<file path="config.mk">
export PLATFORM = sky130hd
export DESIGN_NAME = tm1638_key_events
export DESIGN_NICKNAME = d
export VERILOG_FILES = /design/src/rtl/tm1638_key_events.sv
export SDC_FILE = /design/constraint.sdc
export NUM_CORES = 1
export LEC_CHECK = 0
export BUFFER_PORTS_ARGS = -buffer_cell sky130_fd_sc_hd__buf_2
export CAP_MARGIN = 20
export CORE_AREA = 10 10 150 152
export CTS_CLUSTER_DIAMETER = 50
export CTS_CLUSTER_SIZE = 24
export DETAILED_ROUTE_END_ITERATION = 10
export DIE_AREA = 0 0 160 162
export PLACE_DENSITY_LB_ADDON = 0.3
export SETUP_SLACK_MARGIN = 0.4
export SLEW_MARGIN = 20
export SYNTH_ARGS = -nofsm -noshare
export SYNTH_HDL_FRONTEND = slang
export SYNTH_SLANG_ARGS = --single-unit
export TNS_END_PERCENT = 100
</file>
<file path="constraint.sdc">
create_clock -name clk -period 3.5 [get_ports clk]
set_clock_uncertainty 0.1 [all_clocks]
set_input_delay 1.05 -clock clk [delete_from_list [all_inputs] [get_ports clk]]
set_output_delay 1.05 -clock clk [all_outputs]
set_load 0.02 [all_outputs]
</file>
<file path="src/rtl/tm1638_key_events.sv">
// tm1638_key_events: synchronises and debounces the TM1638 key vector, turns
// debounced edges into press/release events and queues them in a small FIFO
// with a valid/ready interface. Loss of an event is flagged by a sticky bit.
module tm1638_key_events #(
  parameter int w_keys     = 8,
  parameter int db_cycles  = 250000,
  parameter int fifo_depth = 4
) (
  input  logic              clk,
  input  logic              rst,
  input  logic [w_keys-1:0] keys,
  output logic [w_keys-1:0] key_state,
  output logic [w_keys-1:0] press_pulse,
  output logic [w_keys-1:0] release_pulse,
  output logic              ev_valid,
  input  logic              ev_ready,
  output logic [3:0]        ev_code,
  output logic [2:0]        ev_count,
  output logic              overflow,
  input  logic              overflow_clr
);

  // Counter wide enough to reach db_cycles-1; pointer width for the FIFO.
  // The 3-bit occupancy port limits fifo_depth to 2 or 4.
  localparam int CW = $clog2(db_cycles);
  localparam int PW = $clog2(fifo_depth);

  logic [w_keys-1:0]         sync1_q, sync1_d;
  logic [w_keys-1:0]         sync2_q, sync2_d;
  logic [w_keys-1:0]         stable_q, stable_d;
  logic [w_keys-1:0][CW-1:0] cnt_q, cnt_d;
  logic [w_keys-1:0]         press_q, press_d;
  logic [w_keys-1:0]         rel_q, rel_d;
  logic [w_keys-1:0]         pend_p_q, pend_p_d;
  logic [w_keys-1:0]         pend_r_q, pend_r_d;
  logic [PW-1:0]             wr_ptr_q, wr_ptr_d;
  logic [PW-1:0]             rd_ptr_q, rd_ptr_d;
  logic [2:0]                count_q, count_d;
  logic                      ovf_q, ovf_d;
  logic [3:0]                mem_q [fifo_depth];

  logic              sel_found;
  logic              sel_type;
  logic [2:0]        sel_idx;
  logic              push;
  logic              pop;
  logic              loss;
  logic [3:0]        ev_wr_d;
  logic [w_keys-1:0] clr_p;
  logic [w_keys-1:0] clr_r;

  // Two-flop synchroniser and per-key debounce counters with edge detection.
  always_comb begin
    sync1_d  = keys;
    sync2_d  = sync1_q;
    stable_d = stable_q;
    cnt_d    = '0;
    for (int i = 0; i < w_keys; i++) begin
      if (sync2_q[i] != stable_q[i]) begin
        if (cnt_q[i] == CW'(db_cycles - 1)) begin
          stable_d[i] = ~stable_q[i];
        end else begin
          cnt_d[i] = cnt_q[i] + 1'b1;
        end
      end
    end
    press_d = stable_d & ~stable_q;
    rel_d   = ~stable_d & stable_q;
  end

  // Arbiter, pending bookkeeping, FIFO pointers and overflow tracking.
  always_comb begin
    sel_found = 1'b0;
    sel_type  = 1'b0;
    sel_idx   = 3'd0;
    // Scan from the top so the lowest pending key index wins; press beats
    // release within a key.
    for (int i = w_keys - 1; i >= 0; i--) begin
      if (pend_p_q[i] || pend_r_q[i]) begin
        sel_found = 1'b1;
        sel_idx   = 3'(i);
        sel_type  = pend_p_q[i];
      end
    end
    // A same-cycle pop does not free a slot for the push.
    push    = sel_found && (count_q != 3'(fifo_depth));
    pop     = (count_q != 3'd0) && ev_ready;
    ev_wr_d = {sel_type, sel_idx};
    clr_p   = '0;
    clr_r   = '0;
    if (push) begin
      if (sel_type) clr_p[sel_idx] = 1'b1;
      else          clr_r[sel_idx] = 1'b1;
    end
    // A new pulse on a bit that is being pushed this cycle is not a loss.
    loss     = |(press_q & pend_p_q & ~clr_p) || |(rel_q & pend_r_q & ~clr_r);
    pend_p_d = (pend_p_q & ~clr_p) | press_q;
    pend_r_d = (pend_r_q & ~clr_r) | rel_q;
    wr_ptr_d = push ? wr_ptr_q + 1'b1 : wr_ptr_q;
    rd_ptr_d = pop  ? rd_ptr_q + 1'b1 : rd_ptr_q;
    count_d  = count_q + {2'b00, push} - {2'b00, pop};
    if (loss) begin
      ovf_d = 1'b1;
    end else if (overflow_clr) begin
      ovf_d = 1'b0;
    end else begin
      ovf_d = ovf_q;
    end
  end

  // Control and status registers with synchronous active-low reset.
  always_ff @(posedge clk) begin
    if (!rst) begin
      sync1_q  <= '0;
      sync2_q  <= '0;
      stable_q <= '0;
      cnt_q    <= '0;
      press_q  <= '0;
      rel_q    <= '0;
      pend_p_q <= '0;
      pend_r_q <= '0;
      wr_ptr_q <= '0;
      rd_ptr_q <= '0;
      count_q  <= '0;
      ovf_q    <= 1'b0;
    end else begin
      sync1_q  <= sync1_d;
      sync2_q  <= sync2_d;
      stable_q <= stable_d;
      cnt_q    <= cnt_d;
      press_q  <= press_d;
      rel_q    <= rel_d;
      pend_p_q <= pend_p_d;
      pend_r_q <= pend_r_d;
      wr_ptr_q <= wr_ptr_d;
      rd_ptr_q <= rd_ptr_d;
      count_q  <= count_d;
      ovf_q    <= ovf_d;
    end
  end

  // FIFO storage; contents are masked by the occupancy count so no reset.
  always_ff @(posedge clk) begin
    if (rst && push) begin
      mem_q[wr_ptr_q] <= ev_wr_d;
    end
  end

  assign key_state     = stable_q;
  assign press_pulse   = press_q;
  assign release_pulse = rel_q;
  assign ev_valid      = (count_q != 3'd0);
  assign ev_code       = (count_q != 3'd0) ? mem_q[rd_ptr_q] : 4'h0;
  assign ev_count      = count_q;
  assign overflow      = ovf_q;

endmodule

</file>
Yosys cells after proc, flatten, opt, wreduce, memory -nomap -nowiden
Memory sizes are Yosys's and may differ from the RTL's. A register that Yosys moved wholly into a read port is not among the register bits.
Index checks and enable logic that the tools add are counted.
W data, S select, Z words.
{"block": "totals", "output_inout_bits": 33, "elab_cells": 160, "register_bits": 208, "mem_count": 1, "mem_bits_rw": 16}
{"memory": "mem_q", "words": 4, "width": 4, "rd": 1, "rd_clocked_by_memory_dff": 1, "wr": 1, "line_no": "40", "text": "logic [3:0] mem_q [fifo_depth];"}
{"block": "op_classes", "n_mux": 53, "add_sub_neg": 12, "n_bitwise": 31, "n_lt_le_gt_ge": 2, "eq_ne": 17, "n_reduce_logical": 25}
{"operator": "$add A18 B1 Y18 const B", "count": 8}
{"operator": "$eq A18 B18 Y1 const B", "count": 8}
{"operator": "$and A8 B8 Y8", "count": 8}
{"operator": "$mux W1", "count": 37}
{"operator": "$mux W8", "count": 4}
{"operator": "$not A8 Y8", "count": 4}
{"operator": "$mux W3", "count": 8}
{"operator": "$reduce_or A3 Y1", "count": 8}
{"operator": "$not A1 Y1", "count": 17}
{"operator": "$or A8 B8 Y8", "count": 2}
{"operator": "$reduce_or A8 Y1", "count": 2}
{"operator": "$logic_or A1 B1 Y1", "count": 9}
{"operator": "$ne A1 B1 Y1", "count": 8}
{"operator": "$add A2 B1 Y2 const B", "count": 2}
{"operator": "$logic_and A1 B1 Y1", "count": 4}
{"operator": "$lt A3 B4 Y1 const B", "count": 1}
{"operator": "$mux W2", "count": 2}
{"operator": "$mux W4", "count": 1}
{"operator": "$add A3 B1 Y3", "count": 1}
{"operator": "$demux W1 S3", "count": 1}
{"operator": "$ge A3 B1 Y1 const B", "count": 1}
{"operator": "$ne A3 B3 Y1 const B", "count": 1}
{"operator": "$reduce_bool A3 Y1", "count": 1}
{"operator": "$sub A3 B1 Y3", "count": 1}
{"operator": "$reduce_bool A2 Y1", "count": 1}

Logic depth before layout (Yosys ltp)
{"block": "logic_depth", "depth_word": 20, "ltp_mapped": 11, "mapped_depth_nobuf": 11}

Worst setup path before layout
No wires, ideal clock.
{"block": "synth_timing", "path_kind": "input-to-reg", "from": "in ev_ready", "to": "reg count_q[2] (netlist: ev_count[2])", "n_path_buf": 0, "arrival_time_ns": 2.389, "path_stages": 8, "setup_slack_ns": 0.884, "cell_sequence": "and2_1 -> ha_1 -> inv_1 -> ha_1 -> fa_1 -> xnor2_1 -> xnor2_1 -> nor2_1"}
{"block": "synth_between", "elab_chain_cells": 2}
{"item": "from (decl)", "line_no": "16", "text": "input logic ev_ready,"}
{"item": "$logic_and A1 B1 Y1", "line_no": "87", "text": "pop = (count_q != 3'd0) && ev_ready;"}
{"item": "$sub A3 B1 Y3", "line_no": "101", "text": "count_d = count_q + {2'b00, push} - {2'b00, pop};"}
{"item": "to (signal assigned)", "line_no": "137", "text": "count_q <= count_d;"}
{"item": "to (decl)", "line_no": "38", "text": "logic [2:0] count_q, count_d;"}
Every way passes these cells.
A chain may end at the register's enable or synchronous reset.

==> results.toml <==
[synth]
avgSynthCellArea_sq_um = 9.189
synth_area_leaders = "dfxtp_1, nor2_1, xor2_1"
async_reset_ff_share_pct = 0
yosysMostFrequentCell = "dfxtp_1"
yosysSeqAreaShare_pct = 49.88
synth_area_sq_mm = 0.009392
ys_types = 57
synth-seq-cells = 226
yosysWarnings = 0
synth_top_area_cell = "dfxtp_1"
synth_edf_count = 16
synthCells = 1022
syn-num-nets = 1049
ys.flop_type = "dfxtp_1"
synth_top_area_share_pct = 44.76
synthTopCellsByCount = "dfxtp_1, nor2_1, nand3_1"

[route]
wl_per_cell_um = 12.98
via_count = 6849
viasPerCell = 5.081
drcViolationCount = 0
totalWireLength_um = 17500
drt_iter0_drc = 444
route.antenna.remaining_nets = 0
firstDrtPassIters = 5

[worst_setup_path]
r2r-start = "pend_p_q[6]"
crit_path_end_kind = "output port"
cp_slowest_cell = "mux4_2"
slowest_delay_ns = 0.52
critical_path_class = "flip-flop to output port"
critPathRequiredTime_ns = 2.35
timing.critical_path.cells = "mux4_2, and2_1, buf_2"
worst_setup_path_start_kind = "flip-flop"
critPathMaxFanout = 4
worstPathArrival_ns = 1.81

[floorplanning]
ios = 45
die_h_um = 162
num_rows = 51
dieArea_sq_mm = 0.02592
dieWidth_um = 160
fp.coreArea_sq_mm = 0.01940
start_util_pct = 48.41

[layout]
layout-drive-gt1-share_pct = 9.972
finish.utilization_pct = 55.01
regMostFlops = "cnt_q"
antenna_cells = 0
reg_top3 = "cnt_q: 144 flops, mem_q: 16 flops"
seqCellArea_sq_mm = 0.004684
multi_input_area_sq_mm = 0.004452
syn_to_final_growth_pct = 13.63
nFillCells = 1786
nNetsFinal = 1093
largest_reg_flops = 144

[global_route]
groute.usage.overall_pct = 13.21
grt.overflow.total = 0
grt_antenna_before_repair = 0
grt_pass1_vias = 6284
grt_max_degree = 35
grt_pass1_wl_um = 29900

[sta]
relSlewSlack_pct = 43.58
finalCritPeriodShare_pct = 84.64
final_max_slew_viol_count = 0
setup_ws_ns = 0.5377
fin_setup_tns_ns = 0
hold_viol = 0
setup_viol = 0
period_needed_ns = 2.962
max_freq_mhz = 337.6
tightest_slew_ns = 0.8463
rsz0062_at_grt = "no"

[clock_tree]
clk_latency_ns = 0.51
clock-sinks = 226
holdBufCountCts = 0
htree_num_levels = 1
clock_path_buffers = 3
cts_setup_buffers = 0
path_clk_slew_ns = 0.07
numCtsBuffers = 24
root_buffer = "clkbuf_16"
cts_tree = "built"
post_cts_resized = 0

[hold_path]
hp-start = "sync1_q[0]"
hold_class = "flip-flop to flip-flop"

[placement]
gp_congestion = 0.8251
pre_cts_slack_ns = 0.6740
dp_hpwl_um = 12260
io_buffers = 44

[run]
cap_violations = 0

[power]
leakage_nw = 3.689
power_density_mw_per_mm2 = 527.2
power_mw = 5.626
ir_drop_mv = 0.3024

[outcome]
status = "finished clean"
-- final timing paths --
path         slack, ns     endpoint  cells after the start
max               0.54   ev_code[3]                      3
min reg2reg       0.33   sync2_q[0]                      1
min               0.33   sync2_q[0]                      1
max reg2reg       0.69  ev_count[2]                     11
-- critical path: cells and delay by family, from the launching register on --
family                 cells  cell delay (ns)
muxes                      1             0.52
DFF                        1             0.47
and+or+nand+nor            1             0.16
buffers and inverters      1             0.15
-- per-stage QoR --
step           instance area [sq um]  hold slack [ns]  instances
6_report                       10670           0.3317       1348
5_1_grt                        10670           0.3479       1348
4_1_cts                        10670           0.3325       1348
3_5_place_dp                    9831           0.3169       1305
3_3_place_gp                    9831           0.3149       1305
2_1_floorplan                   9392           0.3119       1022
-- layout by cell type, fill, tap and decap left out, types with 3 or more instances in the layout --
cell type	Yosys	final
dfxtp_1	210	210
nor2_1	204	204
nand3_1	78	78
xor2_1	70	70
nand2_1	60	60
xnor2_1	57	57
buf_2	6	44
inv_1	31	31
a21oi_1	28	28
or3_1	25	25
and2_1	25	25
clkbuf_16	0	25
nand4_1	21	21
and3_1	17	17
nor3_1	17	17
o21ai_0	16	16
edfxtp_1	16	16
ha_1	14	14
nor4_1	13	13
and4_1	10	10
mux2i_1	9	9
a31oi_1	8	8
and4b_1	6	6
nand3b_1	5	5
inv_6	0	5
nor2b_1	4	4
nand2b_1	4	4
mux4_2	4	4
nor4b_1	4	4
inv_8	0	4
clkinv_8	0	4
a22oi_1	3	3
buf_4	3	3
-- power by group --
group / total, mW / internal, mW / switching, mW
registers: 2.68 / 2.64 / 0.0423
clock network: 2.59 / 1.43 / 1.16
logic: 0.355 / 0.148 / 0.208
total: 5.63 / 4.21 / 1.41
-- per-layer routing --
metal  wire, um  global-route usage, %  part of all wire (%)
met5          0                      0                     0
met4        333                  3.464                   1.9
met3        851                  3.236                   4.9
met1       8293                  17.35                    47
met2       8019                  21.30                    46
-- cell type report --
| class | instances | share of cell area [%] |
|---|---|---|
| clock inverter | 16 | 1.759 |
| multi-input combinational | 735 | 41.72 |
| sequential | 226 | 43.90 |
| clock buffer | 27 | 6.120 |
| timing repair buffer | 47 | 2.275 |
| inverter | 32 | 1.126 |
| tap | 265 | 3.107 |
-- logic make-up after synthesis --
group           after synthesis  share of synthesized area, %
simple gates                509                         27.06
fa+ha+maj                    15                         2.078
mux                          13                         1.919
buf+inv                      61                         2.718
compound gates               71                         4.503
xor+xnor                    127                         11.84
flops                       226                         49.88
No activity file was read; power rests on OpenSTA's default activity.
